==> src/rtl/console_rx_if.sv <==
// Console receiver signal bundle: serial line and clear pulse in, character and status flags out.
interface console_rx_if;
  logic       console_rxd;
  logic       kbd_clear;
  logic [7:0] rx_data;
  logic       kbd_flag;
  logic       overrun;
  logic       framing_error;

  modport master (
    output console_rxd,
    output kbd_clear,
    input  rx_data,
    input  kbd_flag,
    input  overrun,
    input  framing_error
  );

  modport slave (
    input  console_rxd,
    input  kbd_clear,
    output rx_data,
    output kbd_flag,
    output overrun,
    output framing_error
  );
endinterface

==> src/rtl/console_rx.sv <==
// 8N1 console receiver: synchronised line, centre-sampled bits, keyboard flag/overrun/framing status.
// Flag rises 3 clocks after the stop-bit centre; no backpressure, newest character overwrites rx_data.
module console_rx #(
  parameter int unsigned BIT_TICKS = 434
) (
  input  logic         clock,
  input  logic         reset,
  console_rx_if.slave  bus
);

  typedef enum logic [2:0] {
    IDLE,
    START,
    DATA,
    STOP,
    WAITHI
  } state_t;

  localparam logic [15:0] HALF_LOAD = 16'(BIT_TICKS / 2 - 1);
  localparam logic [15:0] FULL_LOAD = 16'(BIT_TICKS - 1);

  state_t      state;
  state_t      state_nxt;
  logic        sync1;
  logic        rxs;
  logic [15:0] tick;
  logic [2:0]  bit_cnt;
  logic [7:0]  shreg;
  logic [7:0]  rx_data_q;
  logic        kbd_flag_q;
  logic        overrun_q;
  logic        framing_error_q;

  logic        sample;
  logic        load_half;
  logic        running;
  logic        clr_bits;
  logic        shift_en;
  logic        deliver;

  assign sample = (tick == 16'd0);

  // Both flops idle high so reset never manufactures a start edge.
  always_ff @(posedge clock) begin
    if (reset) begin
      sync1 <= 1'b1;
      rxs   <= 1'b1;
    end else begin
      sync1 <= bus.console_rxd;
      rxs   <= sync1;
    end
  end

  always_ff @(posedge clock) begin
    if (reset) begin
      state <= IDLE;
    end else begin
      state <= state_nxt;
    end
  end

  always_comb begin
    state_nxt = state;
    load_half = 1'b0;
    running   = 1'b0;
    clr_bits  = 1'b0;
    shift_en  = 1'b0;
    deliver   = 1'b0;
    case (state)
      IDLE: begin
        if (!rxs) begin
          load_half = 1'b1;
          state_nxt = START;
        end
      end
      START: begin
        running = 1'b1;
        if (sample) begin
          if (rxs) begin
            state_nxt = IDLE;
          end else begin
            clr_bits  = 1'b1;
            state_nxt = DATA;
          end
        end
      end
      DATA: begin
        running = 1'b1;
        if (sample) begin
          shift_en = 1'b1;
          if (bit_cnt == 3'd7) begin
            state_nxt = STOP;
          end
        end
      end
      STOP: begin
        running = 1'b1;
        if (sample) begin
          deliver   = 1'b1;
          state_nxt = rxs ? IDLE : WAITHI;
        end
      end
      WAITHI: begin
        if (rxs) begin
          state_nxt = IDLE;
        end
      end
      default: begin
        state_nxt = IDLE;
      end
    endcase
  end

  // Leaving to IDLE parks the counter at 0 so the next start edge always loads half a bit.
  always_ff @(posedge clock) begin
    if (reset) begin
      tick <= 16'd0;
    end else if (load_half) begin
      tick <= HALF_LOAD;
    end else if (running) begin
      if (sample) begin
        tick <= (state_nxt == IDLE) ? 16'd0 : FULL_LOAD;
      end else begin
        tick <= tick - 16'd1;
      end
    end
  end

  always_ff @(posedge clock) begin
    if (reset) begin
      bit_cnt <= 3'd0;
      shreg   <= 8'h00;
    end else if (clr_bits) begin
      bit_cnt <= 3'd0;
    end else if (shift_en) begin
      bit_cnt <= bit_cnt + 3'd1;
      shreg   <= {rxs, shreg[7:1]};
    end
  end

  // A delivery outranks a simultaneous clear; the clear only suppresses the overrun.
  always_ff @(posedge clock) begin
    if (reset) begin
      rx_data_q       <= 8'h00;
      kbd_flag_q      <= 1'b0;
      overrun_q       <= 1'b0;
      framing_error_q <= 1'b0;
    end else if (deliver) begin
      rx_data_q       <= shreg;
      kbd_flag_q      <= 1'b1;
      overrun_q       <= !bus.kbd_clear && (overrun_q || kbd_flag_q);
      framing_error_q <= !rxs;
    end else if (bus.kbd_clear) begin
      kbd_flag_q      <= 1'b0;
      overrun_q       <= 1'b0;
      framing_error_q <= 1'b0;
    end
  end

  assign bus.rx_data       = rx_data_q;
  assign bus.kbd_flag      = kbd_flag_q;
  assign bus.overrun       = overrun_q;
  assign bus.framing_error = framing_error_q;

endmodule

==> src/flat_wrapper.sv <==
// flat-port wrapper written by rule: the top's interface ports become plain ports
module console_rx_flat 
#(
  parameter int unsigned BIT_TICKS = 434
)
  (clock, reset, bus_console_rxd, bus_kbd_clear, bus_rx_data, bus_kbd_flag, bus_overrun, bus_framing_error);
  console_rx_if bus_i ();
  input  logic clock;
  input  logic reset;
  input wire logic [$bits(bus_i.console_rxd)-1:0] bus_console_rxd;
  input wire logic [$bits(bus_i.kbd_clear)-1:0] bus_kbd_clear;
  output wire logic [$bits(bus_i.rx_data)-1:0] bus_rx_data;
  output wire logic [$bits(bus_i.kbd_flag)-1:0] bus_kbd_flag;
  output wire logic [$bits(bus_i.overrun)-1:0] bus_overrun;
  output wire logic [$bits(bus_i.framing_error)-1:0] bus_framing_error;
  assign bus_i.console_rxd = bus_console_rxd;
  assign bus_i.kbd_clear = bus_kbd_clear;
  assign bus_rx_data = bus_i.rx_data;
  assign bus_kbd_flag = bus_i.kbd_flag;
  assign bus_overrun = bus_i.overrun;
  assign bus_framing_error = bus_i.framing_error;
  console_rx #(.BIT_TICKS(BIT_TICKS)) u_core (.clock(clock), .reset(reset), .bus(bus_i));
endmodule
==> config.mk <==
export PLATFORM = sky130hd
export DESIGN_NAME = console_rx_flat
export DESIGN_NICKNAME = d
export VERILOG_FILES = /design/src/rtl/console_rx_if.sv /design/src/rtl/console_rx.sv /design/src/flat_wrapper.sv
export SDC_FILE = /design/constraint.sdc
export NUM_CORES = 1
export LEC_CHECK = 0
export ABC_AREA = 1
export CAP_MARGIN = 0
export CORE_MARGIN = 1
export CORE_UTILIZATION = 57
export DETAILED_ROUTE_END_ITERATION = 8
export PLACE_DENSITY = 0.8
export SLEW_MARGIN = 20
export SYNTH_ARGS = -nofsm -noshare
export SYNTH_HDL_FRONTEND = slang
export SYNTH_SLANG_ARGS = --single-unit
==> constraint.sdc <==
create_clock -name clock -period 1.9 [get_ports clock]
set_clock_uncertainty 0.1 [all_clocks]
set_input_delay 0.285 -clock clock [delete_from_list [all_inputs] [get_ports clock]]
set_output_delay 0.285 -clock clock [all_outputs]
set_load 0.02 [all_outputs]
-- Word level (Yosys, flattened, before mapping)
Cells that the tools add are included.
- flip-flop bits (word level): 43
- output and inout port bits: 11
- reduce and logical (&&, ||, !) cells: 13
- add/subtract/negate cells: 2
- multiplexer cells: 25
- bitwise operators: 1
- equal/unequal tests: 5
- operator list (operator ; count):
    3-bit two-way mux ; 7
    16-bit zero test ; 1
    16-bit two-way mux ; 1
    8-bit two-way mux ; 2
    16-bit by 1-bit subtractor with 16-bit output (second input constant) ; 1
    3-bit case mux with 5 select lines ; 1
    1-bit two-way mux ; 12
    9-bit two-way mux ; 1
    3-bit by 2-bit equality test with 1-bit output (second input constant) ; 2
    3-bit equality test (second input constant) ; 2
    3-bit zero test ; 2
    2-bit nonzero test ; 2
    2-bit OR reduction ; 2
    3-bit by 1-bit adder with 3-bit output (second input constant) ; 1
    3-bit by 1-bit equality test with 1-bit output (second input constant) ; 1
    3-bit OR reduction ; 1
    1-bit zero test ; 2
    2-bit two-way mux ; 1
    2-bit AND reduction ; 1
    1-bit logical AND ; 1
    1-bit logical OR ; 1
    1-bit NOT ; 1

-- Depth between registers and ports, before layout
- depth after elaboration: 9
- gate-level depth with buffers: 11
- gate-level depth less buffers: 11

-- Least setup slack after synthesis
Ideal clock, no wire load.
- path kind: register to register
- from: register u_core.tick[0]
- to: register u_core.tick[4]
- cell stages (with the launch flop): 12
- path slack: 0.326 ns
- data arrival time: 1.342 ns
- buffers on the path: 0
- cells stage by stage: dfxtp_1 -> inv_1 -> ha_1 -> nand2_4 -> nor2_4 -> nand2_1 -> nand2_1 -> nand2_1 -> nor2_2 -> nand4_1 -> nand2_1 -> a21oi_1
- longest elaborated chain between the ends: 8
- elaborated cells between the ends (all ways): 11
- classes of those cells: add/sub (1); mux (8); reduce/logical (2)
- RTL lines (what ; RTL line ; source):
    from (decl) ; console_rx.sv:26 ; logic [15:0] tick;
    from (signal assigned) ; console_rx.sv:122 ; tick <= (state_nxt == IDLE) ? 16'd0 : FULL_LOAD;
    from (signal assigned) ; console_rx.sv:124 ; tick <= tick - 16'd1;
    16-bit zero test ; console_rx.sv:41 ; assign sample = (tick == 16'd0);
    3-bit two-way mux, on equally long branches ; console_rx.sv:98, console_rx.sv:78, console_rx.sv:89 ;
    3-bit case mux with 5 select lines ; console_rx.sv:69 ; case (state)
    3-bit zero test ; console_rx.sv:122 ;
    9-bit two-way mux ; console_rx.sv:122 ;
    16-bit two-way mux (*) ; console_rx.sv:121 ; if (sample) begin
    8-bit two-way mux (*) ; console_rx.sv:120 ; end else if (running) begin
    8-bit two-way mux (*) ; console_rx.sv:118 ; end else if (load_half) begin
Mark *: on every way between the ends. The rest lies on a longest branch, timed or not. The select of a mux whose other input is x is not followed.
A chain may end at the register's enable or synchronous reset.

-- Worst setup path in the final report
- from: register u_core.tick[0]
- to: register u_core.framing_error_q, in the netlist u_core.bus.framing_error
- longest elaborated chain between the ends: 4
- elaborated cells between the ends (all ways): 5
- classes of those cells: mux (3); reduce/logical (2)
- RTL lines (what ; RTL line ; source):
    16-bit zero test (*) ; console_rx.sv:41 ;
    1-bit two-way mux (*) ; console_rx.sv:98 ; if (sample) begin
    1-bit two-way mux (*) ; console_rx.sv:69 ;
    1-bit two-way mux / 2-bit nonzero test (equally long branches) ; - ;
    to (signal assigned) ; console_rx.sv:152 ; framing_error_q <= !rxs;
    to (decl) ; console_rx.sv:32 ; logic framing_error_q;
Mark *: on every way between the ends. The rest lies on a longest branch, timed or not.

==> results.yml <==
outcome:
  outcome: "finished clean"
power:
  p_leak_nw: 0.920
  totalPowerFinal_mw: 2.70
  clockPowerShare_pct: 22.5
  power_density_nw_per_um2: 1150
  sw_frac_of_total_pct: 38.9
  p_sw_mw: 1.05
  peakVddDrop_uv: 692
  p_int_mw: 1.65
  p_seq_share_pct: 38.3
  combPwrFrac_pct: 39.1
setup_path:
  worst-setup-path-type: "reg2reg"
  cp-end-kind: "flip-flop"
  startpoint_type: "flip-flop"
  cp_max_fo: 10
  worstPathRequired_ns: 2.11
  worstPathArrival_ns: 2.06
clocking:
  clk_latency_ns: 0.36
  numClockSinks: 43
  htreeDepth: 2
  ctsResizeCount: 0
  cts_setup_buffers: 0
  cts_buffer_depth: 2
  cts_root_buf: "clkbuf_4"
  cts_tree: "built"
  hold_buffers: 0
  numCtsBuffers: 5
  clkTransAtPathRegs_ns: 0.12
place:
  place.gp.congestion: 0.858
  io_buffer_count: 14
  dpl.hpwl_um: 3070
  post-place-ws_ns: 0.0794
yosys:
  synth_top_cell_area_share_pct: 43.2
  yosys.area.top_type: "dfxtp_1"
  ys_seq_area_share_pct: 43.2
  yosysWarnings: 0
  ys_seq_elements: 43
  netlist_top_cells_area: "dfxtp_1 (43%), a21oi_1 (8.3%), nand2_1 (7.9%)"
  netlist_area_um2: 1990
  synth_cell_types: 30
  avgSynthCellArea_um2: 7.63
  syn_inst: 261
  syn_nets: 268
hold_path:
  hp-class: "reg2reg"
floorplanning:
  fp.dieH_um: 61.1
  die_area_um2: 3740
  pin_count: 15
  core-area_um2: 3340
  fp.dieW_um: 61.1
  placementRows: 21
  start_util_pct: 59.7
timing:
  relSlewSlack_pct: 69.5
  drv_slew: 0
  tightest_slew_ns: 0.456
  fin_ws_ns: 0.0443
  post-route-min-period_ns: 1.86
  hold_viol: 0
  fmax_ghz: 0.539
  timing.final.crit_share_pct: 97.7
  rsz0062_at_grt: "true"
  setup_violations: 0
layout:
  antenna_cells: 0
  drive_gt1_share_pct: 17.4
  fill_cells: 308
  layout_commonest_cell: "dfxtp_1"
  area_delta_synth_final_pct: 18.0
  layout_common_cells: "dfxtp_1 (42), nand2_1 (40), a21oi_1 (33), nor2_1 (27), nand3_1 (25)"
  layout.nets: 293
routing:
  vias: 1802
  ant_nets: 0
  drt-initial-drc-count: 109
  viasPerCell: 5.41
  first_pass_iters: 5
  drc: 0
  wl_um: 4230
  wl_per_cell_um: 12.7
grt:
  grt_pass1_wl_um: 6930
  grt_pass1_vias: 1586
  antenna_found_initial: 0
  grt_max_degree: 20
  grtUsageTotal_pct: 25.6
  grt.overflow.total: 0
flow_run:
  drv_cap: 0
-- power by group through the flow --
stage	registers, mW	logic (mW)	clock network [mW]
detailed placement	1.05	0.975	0
CTS	1.03	0.986	0.609
floorplan	1.04	0.815	0
global route	1.05	1.16	0.655
global placement	1.05	0.957	0
finish	1.04	1.06	0.609
-- cell type report --
type | instances | area (µm²) | area share (%)
sequential | 43 | 862 | 36.7
multi-input combinational | 190 | 1040 | 44.4
clock buffer | 6 | 51.3 | 2.18
timing repair buffer | 25 | 223 | 9.48
inverter | 21 | 78.8 | 3.35
tap | 46 | 57.6 | 2.45
clock inverter | 2 | 35.0 | 1.49
-- worst max-delay path, cell delays in order (launching register included) --
cell and delay (ns):
dfxtp_1 0.34, inv_1 0.09, ha_2 0.22, nand2_4 0.11, nor2_4 0.15, nand2_2 0.12, inv_2 0.16, nand2_2 0.15
or2_1 0.24, a21oi_1 0.12
-- per-stage QoR --
stage	TNS, ns	hold slack, ns	area (µm²)	std cells	util, %
final	0	0.338	2350	333	70.4
after detailed placement	0	0.309	2230	325	66.8
after global routing	-0.268	0.361	2350	333	70.4
after floorplan	0	0.264	1990	261	-
after CTS	0	0.340	2310	333	69.4
after global placement	0	0.291	2230	325	66.8
-- registers in the layout, summed over array words and instances, names as in the netlist --
register                  cells
u_core.bus.kbd_flag           1
u_core.tick                  16
u_core.shreg                  8
u_core.bus.rx_data            8
u_core.bit_cnt                3
u_core.rxs                    1
u_core.bus.framing_error      1
u_core.sync1                  1
u_core.bus.overrun            1
u_core.state                  3
-- path summary, 6_finish.rpt --
kind | from | cells past startpoint | to | slack (ns)
worst min-delay path | u_core.sync1 | 1 | u_core.rxs | 0.34
worst max-delay path | u_core.tick[0] | 9 | u_core.bus.framing_error | 0.04
worst max register to register | u_core.tick[0] | 9 | u_core.bus.framing_error | 0.04
worst min register to register | u_core.sync1 | 1 | u_core.rxs | 0.34
-- logic make-up after synthesis --
family | after synthesis | share of synthesized area [%]
AND/OR/NAND/NOR | 124 | 30.6
AO/OA/AOI/OAI | 54 | 14.2
flip-flops | 43 | 43.2
buffers and inverters | 28 | 6.16
XOR/XNOR | 9 | 3.96
adder cells (fa/ha/maj) | 3 | 1.88
-- cell usage after synthesis, drive strengths merged --
cell type and count:
or2 3, inv 21, ha 3, clkbuf 3
nor4 1, xor2 6, a31oi 3, xnor2 3
nand3 28, o21ai 15, o21a 2, buf 4
a21oi 34, nor3 7, dfxtp 43, nand2 47
nor2 36, nand4 2
-- routing by layer --
layer / part of all wire, % / up-vias / GRT usage, % / wire (µm)
li1: - / 919 / - / -
met1: 47 / 819 / 33.1 / 1970
met2: 46 / 53 / 40.8 / 1930
met3: 5.7 / 11 / 7.56 / 243
met4: 2.0 / 0 / 9.09 / 84
met5: 0 / - / 0 / 0
Power figures use the tool's default switching activity.
